$ cat src/rtl/ordena8_pkg.sv
// Shared types for the 8-input sorter front end: slot width, frame shape and collector FSM states.
// Optional flush support is selected with FRAME_FLUSH_EN.
package ordena8_pkg;

  localparam int unsigned DATA_W = 8;
  localparam int unsigned N_SLOTS = 8;
  localparam logic [DATA_W-1:0] PAD_VALUE_DEF = 8'hFF;

  typedef logic [DATA_W-1:0] byte_t;
  typedef byte_t frame_t [N_SLOTS];

  typedef enum logic {FILL, HOLD} coll_state_t;

endpackage

$ cat src/rtl/ordena8_collector_if.sv
// Stream-in / frame-out bundle of ordena8_collector; slave is the collector, master the surrounding logic.
// The flush wire exists only when FRAME_FLUSH_EN is defined.
interface ordena8_collector_if;
  import ordena8_pkg::*;

  byte_t       in_data;
  logic        in_valid;
  logic        in_ready;
`ifdef FRAME_FLUSH_EN
  logic        flush;
`endif
  byte_t       input_1;
  byte_t       input_2;
  byte_t       input_3;
  byte_t       input_4;
  byte_t       input_5;
  byte_t       input_6;
  byte_t       input_7;
  byte_t       input_8;
  logic        frame_valid;
  logic        frame_ready;
  logic [3:0]  fill_count;
  logic [15:0] frame_cnt;

  modport slave (
`ifdef FRAME_FLUSH_EN
    input  flush,
`endif
    input  in_data, in_valid, frame_ready,
    output in_ready, frame_valid, fill_count, frame_cnt,
    output input_1, input_2, input_3, input_4, input_5, input_6, input_7, input_8
  );

  modport master (
`ifdef FRAME_FLUSH_EN
    output flush,
`endif
    output in_data, in_valid, frame_ready,
    input  in_ready, frame_valid, fill_count, frame_cnt,
    input  input_1, input_2, input_3, input_4, input_5, input_6, input_7, input_8
  );

endinterface

$ cat src/rtl/ordena8_collector.sv
// Packs 8 accepted stream bytes into a registered frame for the sorter; holds it until frame_ready, one idle cycle per handoff.
// FRAME_FLUSH_EN adds a flush input that pads and closes a partial frame.
module ordena8_collector #(
  parameter int unsigned             DATA_W    = ordena8_pkg::DATA_W,
  parameter int unsigned             N_SLOTS   = ordena8_pkg::N_SLOTS,
  parameter logic [DATA_W-1:0]       PAD_VALUE = ordena8_pkg::PAD_VALUE_DEF
) (
  input  logic                 clk,
  input  logic                 rst,
  ordena8_collector_if.slave   bus
);
  import ordena8_pkg::*;

  if (N_SLOTS != 8) begin : g_bad_slots
    $error("ordena8_collector: N_SLOTS must be 8");
  end
  if (DATA_W != $bits(byte_t) || $bits(PAD_VALUE) != DATA_W) begin : g_bad_width
    $error("ordena8_collector: DATA_W must match the package byte width");
  end

  coll_state_t state_q, state_d;
  logic [3:0]  fill_q, fill_d;
  frame_t      slot_q, slot_d;
  logic [15:0] frame_cnt_q;
  logic        accept;
  logic        handoff;

  // Handshake outputs depend only on the registered state.
  assign bus.in_ready    = (state_q == FILL);
  assign bus.frame_valid = (state_q == HOLD);
  assign accept          = bus.in_valid && (state_q == FILL);
  assign handoff         = bus.frame_ready && (state_q == HOLD);

  always_comb begin
    state_d = state_q;
    fill_d  = fill_q;
    slot_d  = slot_q;
    case (state_q)
      FILL: begin
        if (accept) begin
          slot_d[fill_q[2:0]] = bus.in_data;
          fill_d              = fill_q + 4'd1;
        end
        if (fill_d == 4'(N_SLOTS)) begin
          state_d = HOLD;
        end
`ifdef FRAME_FLUSH_EN
        // A byte accepted alongside flush keeps its slot; padding starts after it.
        else if (bus.flush && fill_d != 4'd0) begin
          for (int i = 0; i < int'(N_SLOTS); i++) begin
            if (4'(i) >= fill_d) begin
              slot_d[i] = PAD_VALUE;
            end
          end
          fill_d  = 4'(N_SLOTS);
          state_d = HOLD;
        end
`endif
      end
      HOLD: begin
        if (bus.frame_ready) begin
          state_d = FILL;
          fill_d  = 4'd0;
        end
      end
      default: begin
        state_d = FILL;
        fill_d  = 4'd0;
      end
    endcase
  end

  always_ff @(posedge clk) begin
    if (rst) begin
      state_q     <= FILL;
      fill_q      <= 4'd0;
      slot_q      <= '{default: '0};
      frame_cnt_q <= 16'd0;
    end else begin
      state_q <= state_d;
      fill_q  <= fill_d;
      slot_q  <= slot_d;
      if (handoff) begin
        frame_cnt_q <= frame_cnt_q + 16'd1;
      end
    end
  end

  assign bus.fill_count = fill_q;
  assign bus.frame_cnt  = frame_cnt_q;
  assign bus.input_1    = slot_q[0];
  assign bus.input_2    = slot_q[1];
  assign bus.input_3    = slot_q[2];
  assign bus.input_4    = slot_q[3];
  assign bus.input_5    = slot_q[4];
  assign bus.input_6    = slot_q[5];
  assign bus.input_7    = slot_q[6];
  assign bus.input_8    = slot_q[7];

endmodule

$ cat src/flat_wrapper.sv
// flat-port wrapper written by rule: the top's interface ports become plain ports
module ordena8_collector_flat import ordena8_pkg::*;
#(
  parameter int unsigned             DATA_W    = ordena8_pkg::DATA_W,
  parameter int unsigned             N_SLOTS   = ordena8_pkg::N_SLOTS,
  parameter logic [DATA_W-1:0]       PAD_VALUE = ordena8_pkg::PAD_VALUE_DEF
)
  (clk, rst, bus_in_data, bus_in_valid, bus_frame_ready, bus_in_ready, bus_frame_valid, bus_fill_count, bus_frame_cnt, bus_input_1, bus_input_2, bus_input_3, bus_input_4, bus_input_5, bus_input_6, bus_input_7, bus_input_8);
  ordena8_collector_if bus_i ();
  input  logic clk;
  input  logic rst;
  input wire logic [$bits(bus_i.in_data)-1:0] bus_in_data;
  input wire logic [$bits(bus_i.in_valid)-1:0] bus_in_valid;
  input wire logic [$bits(bus_i.frame_ready)-1:0] bus_frame_ready;
  output wire logic [$bits(bus_i.in_ready)-1:0] bus_in_ready;
  output wire logic [$bits(bus_i.frame_valid)-1:0] bus_frame_valid;
  output wire logic [$bits(bus_i.fill_count)-1:0] bus_fill_count;
  output wire logic [$bits(bus_i.frame_cnt)-1:0] bus_frame_cnt;
  output wire logic [$bits(bus_i.input_1)-1:0] bus_input_1;
  output wire logic [$bits(bus_i.input_2)-1:0] bus_input_2;
  output wire logic [$bits(bus_i.input_3)-1:0] bus_input_3;
  output wire logic [$bits(bus_i.input_4)-1:0] bus_input_4;
  output wire logic [$bits(bus_i.input_5)-1:0] bus_input_5;
  output wire logic [$bits(bus_i.input_6)-1:0] bus_input_6;
  output wire logic [$bits(bus_i.input_7)-1:0] bus_input_7;
  output wire logic [$bits(bus_i.input_8)-1:0] bus_input_8;
  assign bus_i.in_data = bus_in_data;
  assign bus_i.in_valid = bus_in_valid;
  assign bus_i.frame_ready = bus_frame_ready;
  assign bus_in_ready = bus_i.in_ready;
  assign bus_frame_valid = bus_i.frame_valid;
  assign bus_fill_count = bus_i.fill_count;
  assign bus_frame_cnt = bus_i.frame_cnt;
  assign bus_input_1 = bus_i.input_1;
  assign bus_input_2 = bus_i.input_2;
  assign bus_input_3 = bus_i.input_3;
  assign bus_input_4 = bus_i.input_4;
  assign bus_input_5 = bus_i.input_5;
  assign bus_input_6 = bus_i.input_6;
  assign bus_input_7 = bus_i.input_7;
  assign bus_input_8 = bus_i.input_8;
  ordena8_collector #(.DATA_W(DATA_W), .N_SLOTS(N_SLOTS), .PAD_VALUE(PAD_VALUE)) u_core (.clk(clk), .rst(rst), .bus(bus_i));
endmodule
$ cat config.mk
export PLATFORM = sky130hd
export DESIGN_NAME = ordena8_collector_flat
export DESIGN_NICKNAME = d
export VERILOG_FILES = /design/src/rtl/ordena8_pkg.sv /design/src/rtl/ordena8_collector_if.sv /design/src/rtl/ordena8_collector.sv /design/src/flat_wrapper.sv
export SDC_FILE = /design/constraint.sdc
export NUM_CORES = 1
export LEC_CHECK = 0
export ABC_AREA = 1
export BUFFER_PORTS_ARGS = -buffer_cell sky130_fd_sc_hd__buf_2
export CAP_MARGIN = 15
export CORE_ASPECT_RATIO = 0.5
export CORE_MARGIN = 2
export CORE_UTILIZATION = 51
export DETAILED_ROUTE_END_ITERATION = 16
export PLACE_DENSITY = 0.75
export SLEW_MARGIN = 0
export SYNTH_ARGS = -nofsm -noshare
export SYNTH_HDL_FRONTEND = slang
export SYNTH_SLANG_ARGS = --single-unit
$ cat constraint.sdc
create_clock -name clk -period 1.5 [get_ports clk]
set_input_delay 0.3 -clock clk [delete_from_list [all_inputs] [get_ports clk]]
set_output_delay 0.3 -clock clk [all_outputs]
set_load 0.01 [all_outputs]
After elaboration in Yosys (flattened, before gate mapping)
Index checks and enable logic that the tools add are counted.

word-level totals
  flip-flop bits (word level) = 85
  bits of input ports = 12
  output and inout port bits = 86
  word-level logic and storage cells = 33

cells by class
  add/sub/neg operators = 2
  order comparisons = 2
  eq/ne operators = 2
  mux-type cells = 10
  bitwise gates (word level) = 2
  reductions and logical operators = 4

operator list
  operator                                                              number
  64-bit bitwise mux                                                    1
  8-bit demux with 3-bit select                                         1
  16-bit by 1-bit adder with 16-bit output, second input constant       1
  4-bit two-way mux                                                     3
  8-bit two-way mux                                                     1
  4-bit one-hot mux with 2 select lines                                 1
  4-bit by 1-bit adder with 4-bit output, second input constant         1
  4-bit == test, second input constant                                  1
  4-bit >= comparator, second input constant                            1
  4-bit by 1-bit < comparator with 1-bit output, second input constant  1
  3-bit NOT with 4-bit output                                           1
  1-bit logical AND                                                     3
  1-bit two-way mux                                                     2
  2-bit != test, second input constant                                  1
  1-bit one-hot mux with 2 select lines                                 1
  2-bit AND reduction                                                   1
  1-bit NOT                                                             1

Longest topological paths before layout
Gate-level depths: netlist (run 1).

  word-level depth = 7
  mapped depth = 9
  gate-level depth less buffers = 9

Worst setup path before layout (run 1)
OpenSTA, ideal clock, no wires.

  kind = register to register
  start point = register u_core.frame_cnt_q[0], in the netlist u_core.bus.frame_cnt[0]
  end point = register u_core.frame_cnt_q[8], in the netlist u_core.bus.frame_cnt[8]
  library setup time = 116 ps
  data arrival time = 1180 ps
  data required time = 1384 ps
  slack = 205 ps
  stages on the path, launching flop included = 9
  buffers on the path = 0
  clock period less this slack = 1295 ps
  cell sequence = dfxtp_1 ha_1 inv_1 nor2_4 nand2_4 nor2_4 nand2_1 o21ai_0 nor2_1

on the way
  longest elaborated chain between the ends = 1

ends and longest elaborated chain
  element                                   RTL line                 RTL
  from (decl)                               ordena8_collector.sv:24  logic [15:0] frame_cnt_q;
  from (signal assigned)                    ordena8_collector.sv:84  frame_cnt_q <= frame_cnt_q + 16'd1;
  16-bit by 1-bit adder with 16-bit output  ordena8_collector.sv:84

Every way passes these cells.
A chain may end at the register's enable or synchronous reset.

Worst setup path after layout (run 1)
  start point = register u_core.fill_q[1], in the netlist u_core.bus.fill_count[1]
  end point = register u_core.slot_q (netlist bit u_core.bus.input_4[3])

on the way
  longest elaborated chain between the ends = 6
  elaborated cells on any way between the ends = 7
  those cells by class = order compare: 2; mux: 3; bitwise: 1; reduce/logical: 1

ends and longest elaborated chain
  element                                                                                                            RTL line                 RTL
  from (decl)                                                                                                        ordena8_collector.sv:22  logic [3:0] fill_q, fill_d;
  from (signal assigned)                                                                                             ordena8_collector.sv:81  fill_q <= fill_d;
  3-bit NOT with 4-bit output (not written as such) (*)                                                              ordena8_collector.sv:41  slot_d[fill_q[2:0]] = bus.in_data;
  4-bit >= comparator (not written as such) / 4-bit by 1-bit < comparator with 1-bit output (equally long branches)  ordena8_collector.sv:41
  1-bit logical AND (not written as such)                                                                            ordena8_collector.sv:41
  8-bit two-way mux (not written as such)                                                                            ordena8_collector.sv:41
  8-bit demux with 3-bit select (*)                                                                                  ordena8_collector.sv:41
  64-bit bitwise mux (*)                                                                                             ordena8_collector.sv:41
  to (signal assigned)                                                                                               ordena8_collector.sv:82  slot_q <= slot_d;
  to (decl)                                                                                                          ordena8_collector.sv:23  frame_t slot_q, slot_d;

Every way passes the cells marked *; elsewhere a longest branch is shown, timed or not.

==> results by group, run 1 <==
Finish
  • # diodes: 0
  • Leading cell type in the layout, fill and taps excluded: nor2_1
  • Area of the multi-input gates: about 0.0015 mm2
  • Fill cell total of the finished layout: 575
  • Proportion of layout cells with a drive suffix above 1: 0.266
  • Sequential cell area: between 0.0015 and 0.002 mm2
  • Number of nets in the layout: about 570
  • Most used cells in the layout excluding fill and tap cells: 155 x nor2_1, 97 x buf_2, 82 x dfxtp_1
  • P&R area growth vs syn: 25.2%
  • Final core utilization: 0.681

Floorplanning
  • Width of the die: approximately 120 um
  • Die Footprint: 0.00735 mm2
  • Starting utilization of the core area: 0.544
  • Die Y-Extent: slightly above 60 um
  • Top-level port count: just under 100
  • Area of the core: slightly above 0.006 mm2
  • Row count: 20

Timing
  • Number of max-slew violations in the final report: 0
  • Final hold viol count: 0
  • Period utilisation layout: 0.895
  • Post-Route Setup TNS: 0 ps
  • Max frequency: about 0.75 GHz
  • Final number of setup-violating endpoints: 0
  • Worst clock skew: slightly below 7 ps
  • Final Hold Slack: approximately 280 ps
  • Max-Slew Margin vs Limit: 0.732
  • Pin slew with the least headroom to its limit: around 400 ps
  • RSZ-0062 raised after global routing: false
  • Final period demand of the worst path: roughly 1300 ps

Global route
  • Global-route wire length before repair: between 10000 and 15000 um
  • Via count of the first global-routing pass: between 2000 and 3000
  • Antenna violations before repair: 0
  • Maximum number of pins on one net before global-route repair: between 60 and 70
  • Global route total overflow: 0
  • Overall Global Routing Usage: 0.238

Power
  • Switching power as a share of total power: 0.250
  • Overall power after layout: between 4 and 5 mW
  • Reported net switching power: 1.20 mW
  • Part of the power in combinational logic: 0.072
  • Portion of total power attributed to the clock network: 0.440
  • Peak VDD IR: approximately 0.75 mV
  • Share of total power in sequential cells: 0.488
  • Leakage dissipation: 2.12 nW
  • Internal power summed over all cells: roughly 3.6 mW
  • Power Density: between 1000 and 1500 mW/mm2

Clock tree
  • Clock transition at the registers of the reported paths: approximately 60 ps
  • CTS Hold Buffers Added: 0
  • Number of gates given a new drive strength after cts: 0
  • Maximum level of the CTS H-tree: 3
  • Number of buffers on the longest clock path: 2
  • Clock tree from TritonCTS: done
  • Setup fix buffers added after clock tree synthesis: 0
  • Number of CTS-inserted buffers: 9
  • Number of clock sinks seen by CTS: 85
  • Clock latency reported for the late side of the worst-skew pair: roughly 340 ps
  • CTS root buf: clkbuf_16

Place
  • Post-detailed-placement half-perimeter wirelength: about 5600 um
  • Placer's final routability congestion estimate: approximately 0.77
  • IO Port Bufs: 97

Yosys
  • Synthesized instance count: 456
  • Post-synthesis sequential area ratio: 0.502
  • Share of flip-flops with an asynchronous set or reset after synthesis: 0
  • Combined area of all synthesized cells: ~0.0034 mm2
  • Synthesized net count: 470
  • Count of yosys warnings during synthesis: 0
  • Primary FF master, synth: dfxtp_1
  • Number of synthesized flops with an enable pin: 0
  • Unique cell type count in the Yosys netlist: 23
  • Synth Area per Inst: ~7.4 um2
  • Count of state elements after synthesis: between 80 and 90

Run status
  • Status: finished, final reports clean

Min path
  • Path class of the lowest-slack min-delay path: primary input to flop

Setup path
  • CP startpoint kind: flop
  • Most numerous cell on the critical path: nor2_1
  • Crit-path max FO: 9
  • Arrival time of data at the critical path endpoint: about 1600 ps
  • Critical path data required time: 1740 ps
  • CP max stage cell: dfxtp_1
  • CP peak stage delay: 470 ps
  • Buffering stage count on the worst path with inverters included: 1
  • Category of the worst setup path capture point: flop
  • Crit path max-delay family: simple AND/OR/NAND/NOR gates
  • Crit path cell chain: nand2_1, nor2_4, inv_2, nor2_1, nor2_1
  • Start-to-end type of the worst setup path: flop to flop

Route
  • WL final: 8280 um
  • Via count of the routed design: between 3000 and 4000
  • Remaining number of nets flagged by the antenna check after routing: 0
  • Via-to-Cell Ratio: approximately 4.9
  • Detailed-route DRC error count: 0
  • Avg WL per Cell: about 13 um
  • DRC violation total after the first TritonRoute iteration: 185
  • Router iterations before antenna repair: 4

Job
  • Number of max-cap violations: 0
-- final cells by class --
class                   instances  share of cell area
flip-flops and latches         85               0.402
clock inverters                 6              0.0109
clock buffers                  10              0.0563
multi-input cells             321               0.350
repair buffers                101               0.124
inverters                      33              0.0298
well taps                      88              0.0260
-- worst paths after layout --
check | cells past startpoint | start | to | slack (ps)
setup reg to reg | 5 | u_core.bus.fill_count[1]$_SDFFE_PP0P_ | u_core.bus.input_4[3]$_SDFFE_PP0P_ | 160
hold reg to reg | 2 | u_core.bus.frame_cnt[4]$_SDFFE_PP0P_ | u_core.bus.frame_cnt[4]$_SDFFE_PP0P_ | 500
setup / recovery | 5 | u_core.bus.fill_count[1]$_SDFFE_PP0P_ | u_core.bus.input_4[3]$_SDFFE_PP0P_ | 160
hold / removal | 2 | rst | u_core.bus.frame_cnt[9]$_SDFFE_PP0P_ | 280
-- registers in the layout (all words and copies together) (netlist names) --
name,flops
u_core.bus.input_6,8
u_core.bus.frame_valid,1
u_core.bus.input_7,8
u_core.bus.frame_cnt,16
u_core.bus.input_4,8
u_core.bus.input_8,8
u_core.bus.input_2,8
u_core.bus.input_5,8
u_core.bus.fill_count,4
u_core.bus.input_3,8
u_core.bus.input_1,8
-- metal layers --
| metal | track usage | up-vias | wire (um) |
|---|---|---|---|
| met3 | 0.0667 | 12 | 480 |
| met2 | 0.406 | 83 | 3860 |
| met4 | 0.0986 | 0 | 98 |
| met1 | 0.296 | 1436 | 3840 |
| li1 | - | 1638 | - |
| met5 | 0 | - | 0 |
-- power by group through the flow --
stage	clock, mW	combinational, mW	sequential [mW]
finish	2.12	0.346	2.35
global route	2.24	0.384	2.35
floorplan	0	0.181	2.42
detailed placement	0	0.344	2.40
global placement	0	0.341	2.39
CTS	2.14	0.347	2.35
-- cell usage after synthesis, drive strengths merged, types with 3 or more instances --
cell,count,share of area
nor2,169,0.21
o21ai,70,0.10
nand3,11,0.020
inv,33,0.037
clkbuf,14,0.016
buf,3,0.0070
nand2,48,0.059
nor3,4,0.0059
dfxtp,85,0.50
a21oi,11,0.016
-- through the flow --
| step | setup slack (ps) | std cells | cell area [um2] |
|---|---|---|---|
| 6_report | 158 | 644 | 4240 |
| 5_1_grt | 47.2 | 644 | 4240 |
| 4_1_cts | 100 | 644 | 4240 |
| 3_5_place_dp | 148 | 628 | 3950 |
| 3_3_place_gp | 159 | 628 | 3950 |
| 2_1_floorplan | 205 | 456 | 3390 |
-- kinds of logic (layout without fill, tap and decap cells) --
family | after synthesis | in the layout | synth area share
AO/OA/AOI/OAI | 83 | 83 | 0.124
XOR/XNOR | 2 | 2 | 0.00517
adder cells (fa/ha/maj) | 2 | 2 | 0.00738
buffers and inverters | 50 | 150 | 0.0591
flip-flops | 85 | 85 | 0.502
AND/OR/NAND/NOR | 234 | 234 | 0.302
Note: power is estimated with default switching activity, not from simulation.
==> inputs of run 2 (changes only) <==
==> constraint.sdc (replaced) <==
create_clock -name clk -period 1.5 [get_ports clk]
set_input_delay 0.375 -clock clk [delete_from_list [all_inputs] [get_ports clk]]
set_output_delay 0.375 -clock clk [all_outputs]
set_load 0.01 [all_outputs]
==> results by group, run 2 (synthesized netlist as in run 1, its figures left out) <==
Setup path
  • CP startpoint kind: flop
  • Critical path data required time: 1120 ps (-620 ps)
  • CP max stage cell: dfxtp_1
  • Start-to-end type of the worst setup path: flop to output pin
  • Buffering stage count on the worst path with inverters included: 1 (unchanged)
  • CP peak stage delay: 490 ps (+20 ps)
  • Arrival time of data at the critical path endpoint: 1040 ps (-540 ps)
  • Category of the worst setup path capture point: output pin
  • Crit-path max FO: 8 (-1)
  • Crit path max-delay family: flip-flops
  • Crit path cell chain: buf_2

Route
  • Avg WL per Cell: 13.0 um (+1.3%)
  • WL final: 8400 um (+1.5%)
  • Remaining number of nets flagged by the antenna check after routing: 0 (unchanged)
  • Via-to-Cell Ratio: 4.87 (-1.1%)
  • Detailed-route DRC error count: 0 (unchanged)
  • Router iterations before antenna repair: 4 (unchanged)
  • DRC violation total after the first TritonRoute iteration: 268 (+45%)
  • Via count of the routed design: 3138 (-0.98%)

Timing
  • RSZ-0062 raised after global routing: false
  • Pin slew with the least headroom to its limit: 365 ps (-33.5 ps)
  • Worst clock skew: 5.48 ps (-1.48 ps)
  • Final period demand of the worst path: 1410 ps (+72.5 ps)
  • Number of max-slew violations in the final report: 0 (unchanged)
  • Final hold viol count: 0 (unchanged)
  • Period utilisation layout: 0.943 (+0.0484)
  • Post-Route Setup TNS: 0 ps (unchanged)
  • Max frequency: 0.707 GHz (-5.1%)
  • Final Hold Slack: 367 ps (+89.6 ps)
  • Max-Slew Margin vs Limit: 0.755 (+0.0225)
  • Final number of setup-violating endpoints: 0 (unchanged)

Finish
  • # diodes: 0 (unchanged)
  • Post-route cell area: 0.00427 mm2 (+0.68%)
  • Proportion of layout cells with a drive suffix above 1: 0.269 (+0.00311)
  • Most used cells in the layout excluding fill and tap cells: 154 x nor2_1, 97 x buf_2, 80 x dfxtp_1
  • Leading cell type in the layout, fill and taps excluded: nor2_1
  • Number of nets in the layout: 566 (+0.18%)
  • P&R area growth vs syn: 26.0%
  • Flip-flop count of the largest register, all copies and words added: 16 (unchanged)

Job
  • Number of max-cap violations: 0 (unchanged)

Global route
  • Global-route wire length before repair: 13200 um (-1.1%)
  • Overall Global Routing Usage: 0.238 (-0.000526)
  • Global route total overflow: 0 (unchanged)
  • Antenna violations before repair: 0 (unchanged)
  • Maximum number of pins on one net before global-route repair: 65 (unchanged)
  • Via count of the first global-routing pass: 2742 (-1.2%)

Place
  • IO Port Bufs: 97 (unchanged)
  • Post-detailed-placement half-perimeter wirelength: 5590 um (+0.47%)
  • Standard cell area after detailed placement: 0.00395 mm2 (unchanged)
  • Placer's final routability congestion estimate: 0.838 (+9.1%)

Floorplanning
  • Die Footprint: 0.00735 mm2 (unchanged)
  • Area of the core: 0.00623 mm2 (unchanged)
  • Top-level port count: 98 (unchanged)
  • Die Y-Extent: 61.6 um (unchanged)
  • Starting utilization of the core area: 0.544 (unchanged)
  • Row count: 20 (unchanged)
  • Width of the die: 119 um (unchanged)

Clock tree
  • Number of CTS-inserted buffers: 9 (unchanged)
  • CTS Hold Buffers Added: 0 (unchanged)
  • Number of clock sinks seen by CTS: 85 (unchanged)
  • Clock transition at the registers of the reported paths: 60 ps (about the same)
  • CTS root buf: clkbuf_16
  • Clock tree from TritonCTS: done
  • Number of buffers on the longest clock path: 2 (unchanged)
  • Clock latency reported for the late side of the worst-skew pair: 350 ps (about the same)
  • Maximum level of the CTS H-tree: 3 (unchanged)

Power
  • Peak VDD IR: 0.745 mV (-0.84%)
  • Power Density: 1160 mW/mm2 (+2.4%)
  • Leakage dissipation: 2.13 nW (+0.40%)
  • Overall power after layout: 4.96 mW (+3.1%)

Run status
  • Status: finished, final reports clean

Min path
  • Path class of the lowest-slack min-delay path: primary input to flop
-- run 2: changes by cell type in the layout (fill, tap and decap cells not counted), sizes merged --
cell / change
clkbuf: +2
buf: +1
clkinv: -3
bufinv: +1
-- run 2: layer usage --
layer  part of all wire  vias up  track usage
met5                  0        -            0
met1               0.47     1404        0.289
met4              0.012        0       0.0714
met3              0.062        9       0.0870
li1                   -     1640            -
met2               0.46       85        0.410
-- run 2: cell type report --
type                       count  area [um2]
clock inverter                 4        55.1
tap                           88         110
inverter                      33         126
clock buffer                  12         246
sequential                    85        1710
timing repair buffer         102         536
fill                         554        1960
multi-input combinational    321        1490
-- run 2: through the flow --
step	cells	utilization	worst slack, ps
2_1_floorplan	456	-	205
3_5_place_dp	628	0.634	106
5_1_grt	645	0.685	18.7
3_3_place_gp	628	0.634	120
4_1_cts	644	0.682	47.7
6_report	645	0.685	85.6
-- run 2: path summary, 6_finish.rpt --
kind | start | endpoint | slack [ps] | cells after the start
setup / recovery | u_core.bus.fill_count[2]$_SDFFE_PP0P_ | bus_fill_count[2] | 90 | 1
hold / removal | rst | u_core.bus.fill_count[1]$_SDFFE_PP0P_ | 370 | 3
hold reg to reg | u_core.bus.frame_cnt[4]$_SDFFE_PP0P_ | u_core.bus.frame_cnt[4]$_SDFFE_PP0P_ | 500 | 2
setup reg to reg | u_core.bus.fill_count[2]$_SDFFE_PP0P_ | u_core.bus.input_4[1]$_SDFFE_PP0P_ | 100 | 6
-- run 2: what timing repair did --
item	4_1_cts	5_1_grt
gates resized for setup	0	7
buffers inserted	0	1
setup endpoints to repair	0	26
hold endpoints to repair	0	0
-- run 2: power by group --
part | total [mW] | switching, mW | internal, mW
combinational | 0.340 | 0.229 | 0.111
sequential | 2.35 | 0.0353 | 2.32
clock | 2.27 | 0.918 | 1.35
total | 4.96 | 1.18 | 3.78
